==> src/rtl/melodia_cumpleanos.sv <==
// Plays "Happy Birthday" as a stream of 10-bit note frequencies, advancing on beat strobes.
// Define MELODIA_LOOP_EN to repeat the melody after the rest slot instead of stopping there.
module melodia_cumpleanos #(
    parameter int unsigned TICKS_PER_BEAT = 600000,
    parameter int unsigned REST_BEATS     = 4
) (
    input  logic       clk_divisor,
    input  logic       reset,
    output logic       cambiar_nota,
    output logic [9:0] frecuencia,
    output logic [4:0] indice_nota,
    output logic       fin_melodia
);

    localparam int unsigned TICK_W    = $clog2(TICKS_PER_BEAT);
    localparam int unsigned MAX_BEATS = (REST_BEATS > 2) ? REST_BEATS : 2;
    localparam int unsigned BEAT_W    = $clog2(MAX_BEATS + 1);
    localparam int unsigned FREQ_W    = 10;
    localparam int unsigned IDX_W     = 5;
    localparam logic [IDX_W-1:0] REST_IDX = IDX_W'(25);

    // Note ROM: frequency in Hz per index; the rest slot is silent.
    function automatic logic [FREQ_W-1:0] note_freq(input logic [IDX_W-1:0] idx);
        logic [FREQ_W-1:0] f;
        case (idx)
            5'd0, 5'd1, 5'd3, 5'd6, 5'd7,
            5'd9, 5'd12, 5'd13:               f = FREQ_W'(392);
            5'd2, 5'd8, 5'd18:                f = FREQ_W'(440);
            5'd4, 5'd11, 5'd16, 5'd22, 5'd24: f = FREQ_W'(523);
            5'd5, 5'd17:                      f = FREQ_W'(494);
            5'd10, 5'd23:                     f = FREQ_W'(587);
            5'd14:                            f = FREQ_W'(784);
            5'd15, 5'd21:                     f = FREQ_W'(659);
            5'd19, 5'd20:                     f = FREQ_W'(698);
            default:                          f = '0;
        endcase
        return f;
    endfunction

    // Note ROM: length in beats per index.
    function automatic logic [BEAT_W-1:0] note_beats(input logic [IDX_W-1:0] idx);
        logic [BEAT_W-1:0] n;
        case (idx)
            5'd5, 5'd11, 5'd18, 5'd24: n = BEAT_W'(2);
            REST_IDX:                  n = BEAT_W'(REST_BEATS);
            default:                   n = BEAT_W'(1);
        endcase
        return n;
    endfunction

    logic [TICK_W-1:0] tick_cnt, tick_next;
    logic [BEAT_W-1:0] beat_cnt, beat_next;
    logic [IDX_W-1:0]  idx_next;
    logic [FREQ_W-1:0] freq_next;
    logic              strobe_next, fin_next;

    // Next-state: tick phase, beat strobe, and note advance on the registered strobe.
    always_comb begin
        tick_next   = tick_cnt + TICK_W'(1);
        strobe_next = (tick_cnt == TICK_W'(TICKS_PER_BEAT - 2));
        beat_next   = beat_cnt;
        idx_next    = indice_nota;
        if (tick_cnt == TICK_W'(TICKS_PER_BEAT - 1)) begin
            tick_next = '0;
        end
        if (cambiar_nota) begin
            if ((beat_cnt + BEAT_W'(1)) == note_beats(indice_nota)) begin
                beat_next = '0;
                if (indice_nota == REST_IDX) begin
`ifdef MELODIA_LOOP_EN
                    idx_next = '0;
`else
                    idx_next = REST_IDX;
`endif
                end else begin
                    idx_next = indice_nota + IDX_W'(1);
                end
            end else begin
                beat_next = beat_cnt + BEAT_W'(1);
            end
        end
        freq_next = note_freq(idx_next);
        fin_next  = (idx_next == REST_IDX);
    end

    always_ff @(posedge clk_divisor) begin
        if (reset) begin
            tick_cnt     <= '0;
            cambiar_nota <= 1'b0;
            beat_cnt     <= '0;
            indice_nota  <= '0;
            frecuencia   <= FREQ_W'(392);
            fin_melodia  <= 1'b0;
        end else begin
            tick_cnt     <= tick_next;
            cambiar_nota <= strobe_next;
            beat_cnt     <= beat_next;
            indice_nota  <= idx_next;
            frecuencia   <= freq_next;
            fin_melodia  <= fin_next;
        end
    end

endmodule

==> config.mk <==
export PLATFORM = sky130hd
export DESIGN_NAME = melodia_cumpleanos
export DESIGN_NICKNAME = d
export VERILOG_FILES = /design/src/rtl/melodia_cumpleanos.sv
export SDC_FILE = /design/constraint.sdc
export NUM_CORES = 1
export LEC_CHECK = 0
export BUFFER_PORTS_ARGS = -buffer_cell sky130_fd_sc_hd__buf_4
export CORE_AREA = 2 2 100 102
export DETAILED_ROUTE_END_ITERATION = 10
export DIE_AREA = 0 0 102 104
export SYNTH_ARGS = -nofsm -noshare
export SYNTH_HDL_FRONTEND = slang
export SYNTH_SLANG_ARGS = --single-unit
==> constraint.sdc <==
create_clock -name clk_divisor -period 3.95 [get_ports clk_divisor]
set_input_delay 0.395 -clock clk_divisor [delete_from_list [all_inputs] [get_ports clk_divisor]]
set_output_delay 0.395 -clock clk_divisor [all_outputs]
set_load 0.005 [all_outputs]
==> flow_summary_export.csv <==
group,metric,value,unit
cts,numCtsBuffers,5,
global_routing,grt_max_degree,20,
cells_and_area,multiInputGateArea,1401,µm²
yosys,synth_area_per_cell,8.961,µm²
place,gp_congestion,0.8239,
sta,finClkSkew,0.01102,ns
worst_setup_path,critical_path.cell_chain,"ha_1 -> xor2_1 -> nor2_2 -> o2111ai_4 -> a21boi_2 -> mux2i_1 -> ha_1 -> mux2i_1 -> o21a_1 -> o32ai_2",
cts,cts_tree,"built",
floorplanning,ioPinCount,19,
job,maxCapViolCount,0,
cts,clk_path_buf_depth,2,
yosys,yosysSeqAreaShare,34.50,%
cells_and_area,syn2layout_area_growth,15.36,%
cts,clockRootBuffer,"clkbuf_8",
worst_setup_path,critPathRequiredTime,4.16,ns
cells_and_area,nFillCells,1037,
global_routing,overflow,0,
yosys,synth_area,2321,µm²
floorplanning,rows,36,
worst_setup_path,max_stage_delay,0.48,ns
cts,cts-resized-gates,0,
worst_setup_path,crit_buf_inv,0,
cts,clock_sinks,40,
global_routing,grt_antenna_before_repair,0,
yosys,syn-instance-count,259,
cells_and_area,utilization,28.04,%
global_routing,grt_pass1_wl,7.741,mm
sta,max_slew_margin,57.06,%
routing,vias_per_cell,4.416,
yosys,synth_seq_cells,40,
routing,drt_iter0_drc,67,
routing,postRouteAntennaNets,0,
yosys,synth_mux_area_share,5.229,%
yosys,synthArstFlopShare,0,%
sta,finalCriticalPeriod,3.110,ns
global_routing,grt_util_all_layers,8.814,%
worst_setup_path,cpMaxStageDelayCell,"dfxtp_1",
cts,cts_setup_buffers,0,
yosys,synth_top_family_by_area,"simple AND/OR/NAND/NOR gates",
sta,tns,0,ns
routing,post_drt_wl_per_cell,10.97,µm
worst_setup_path,critPathKind,"flip-flop to flip-flop",
cts,clk_latency,0.29,ns
worst_hold_path,hold_path.class,"input pin to flip-flop",
yosys,ys_warn_count,0,
floorplanning,start_util,24.31,%
pwr,power_per_cell_area,280.9,nW/µm²
pwr,p_leak,1.032,nW
sta,slew_violations,0,
sta,worst_pin_slew,0.6435,ns
floorplanning,die_y,104,µm
pwr,irDropWorstVdd,0.1320,mV
cells_and_area,seq_area,800.8,µm²
sta,period_share,78.73,%
yosys,synth-main-ff-cell,"dfxtp_1",
cells_and_area,nNetsFinal,294,
sta,max_freq,0.3216,GHz
routing,first_pass_iters,5,
cts,cts.hold.buffers_added,0,
yosys,syn-num-nets,278,
yosys,synth.distinct_cells,57,
place,hpwl,3.252,mm
yosys,synth_compound_area_share,15.09,%
worst_setup_path,critical_path_arrival,3.32,ns
worst_setup_path,critPathTopFamily,"compound AO/OA/AOI/OAI gates",
cells_and_area,antenna_cells,0,
cts,clk_pin_slew_worst_paths,0.09,ns
cts,htree_levels,2,
sta,final-setup-viol-count,0,
place,port_buffers,18,
sta,rsz0062_at_grt,"no",
routing,drcViolationCount,0,
sta,hold_slack,0.3844,ns
routing,drt_wl_total,4.487,mm
worst_setup_path,crit_fanout,10,
worst_setup_path,cp-start-kind,"flip-flop",
yosys,synth-simple-area-share,22.70,%
floorplanning,die_x,102,µm
status,status,"complete, no violations",
worst_setup_path,setup.worst_path.end_class,"flip-flop",
floorplanning,core-area,9549,µm²
yosys,synth_xor_area_share,8.194,%
sta,hold_viol,0,
yosys,synth_fa_ha_area_share,9.164,%
cells_and_area,drive_gt1_share,17.39,%
floorplanning,dieArea,10610,µm²
global_routing,grt_pass1_vias,1641,
routing,vias,1806,
yosys,synth-edff-count,0,
-- synthesized netlist by cell type, drive strengths merged, types with 2 or more instances --
cell / n / share of area [%]
a311oi: 2 / 0.75
xnor2: 8 / 3.3
nor3: 2 / 0.65
dfxtp: 40 / 35
ha: 17 / 9.2
nand2b: 3 / 0.81
o21ai: 10 / 2.2
and3: 5 / 1.3
o211ai: 2 / 0.86
nand3: 14 / 3.2
and4: 2 / 0.75
xor2: 12 / 4.9
and2: 3 / 0.81
or3: 5 / 1.3
o32ai: 2 / 1.1
nand4: 5 / 1.3
clkbuf: 5 / 0.81
mux2i: 11 / 4.7
o21a: 2 / 0.65
or2: 2 / 0.54
nor2: 28 / 4.6
buf: 7 / 2.6
a21oi: 14 / 4.0
nand2: 27 / 4.4
nand4bb: 2 / 0.97
inv: 10 / 1.7
-- cell type report --
type	count	share of cell area, %
multi-input cells	197	52.34
flip-flops and latches	40	29.91
well taps	133	6.215
repair buffers	21	5.888
clock buffers	5	2.570
clock inverters	3	1.589
inverters	10	1.495
-- through the flow --
step / power, W / cells / area [µm²] / setup slack, ns
after floorplan: 0.0004278 / 259 / 2321 / 0.8948
after global placement: 0.0004319 / 401 / 2566 / 0.9202
after detailed placement: 0.0004321 / 401 / 2566 / 0.8323
after CTS: 0.0007652 / 409 / 2678 / 0.8129
after global routing: 0.0007873 / 409 / 2678 / 0.5660
final: 0.0007522 / 409 / 2678 / 0.8401
-- routing by layer --
| layer | up-vias | GRT usage, % | part of all wire [%] |
|---|---|---|---|
| li1 | 933 | - | - |
| met3 | 2 | 1.815 | 4.0 |
| met1 | 832 | 12.13 | 49 |
| met2 | 39 | 13.53 | 46 |
| met4 | 0 | 3.143 | 0.78 |
| met5 | - | 0 | 0 |
-- power breakdown --
group          switching [W]  internal (W)   total, W
clock               0.000143      0.000187   0.000330
combinational     0.00000960    0.00000400  0.0000136
sequential        0.00000336      0.000405   0.000409
-- logic make-up (layout without fill, tap and decap cells) --
logic type      after synthesis  after routing
fa+ha+maj                    17             17
buf+inv                      22             39
xor+xnor                     20             20
compound gates               45             45
mux                          12             12
flops                        40             40
simple gates                103            103
-- sequential cells by signal, indices dropped and copies added, names as in the netlist --
register,cells
tick_cnt,20
frecuencia,10
indice_nota,5
beat_cnt,3
cambiar_nota,1
fin_melodia,1
-- cell usage in the layout (no fill, tap or decap), drive strengths merged, types with 8 or more instances in the layout --
cell and count:
ha 17, dfxtp 40, xnor2 8, a21oi 14
nand2 27, buf 21, nor2 28, nand3 14
mux2i 11, inv 10, o21ai 10, xor2 12
-- path summary, 6_finish.rpt --
check | start | to | slack (ns) | depth (start not counted)
worst max-delay path | beat_cnt[0]$_SDFFE_PP0P_ | frecuencia[5]$_SDFF_PP0_ | 0.84 | 10
worst min-delay path | reset | frecuencia[4]$_SDFF_PP0_ | 0.38 | 2
worst max register to register | beat_cnt[0]$_SDFFE_PP0P_ | frecuencia[5]$_SDFF_PP0_ | 0.84 | 10
worst min register to register | beat_cnt[1]$_SDFFE_PP0P_ | beat_cnt[1]$_SDFFE_PP0P_ | 0.48 | 2
Note: power is estimated with default switching activity, not from simulation.
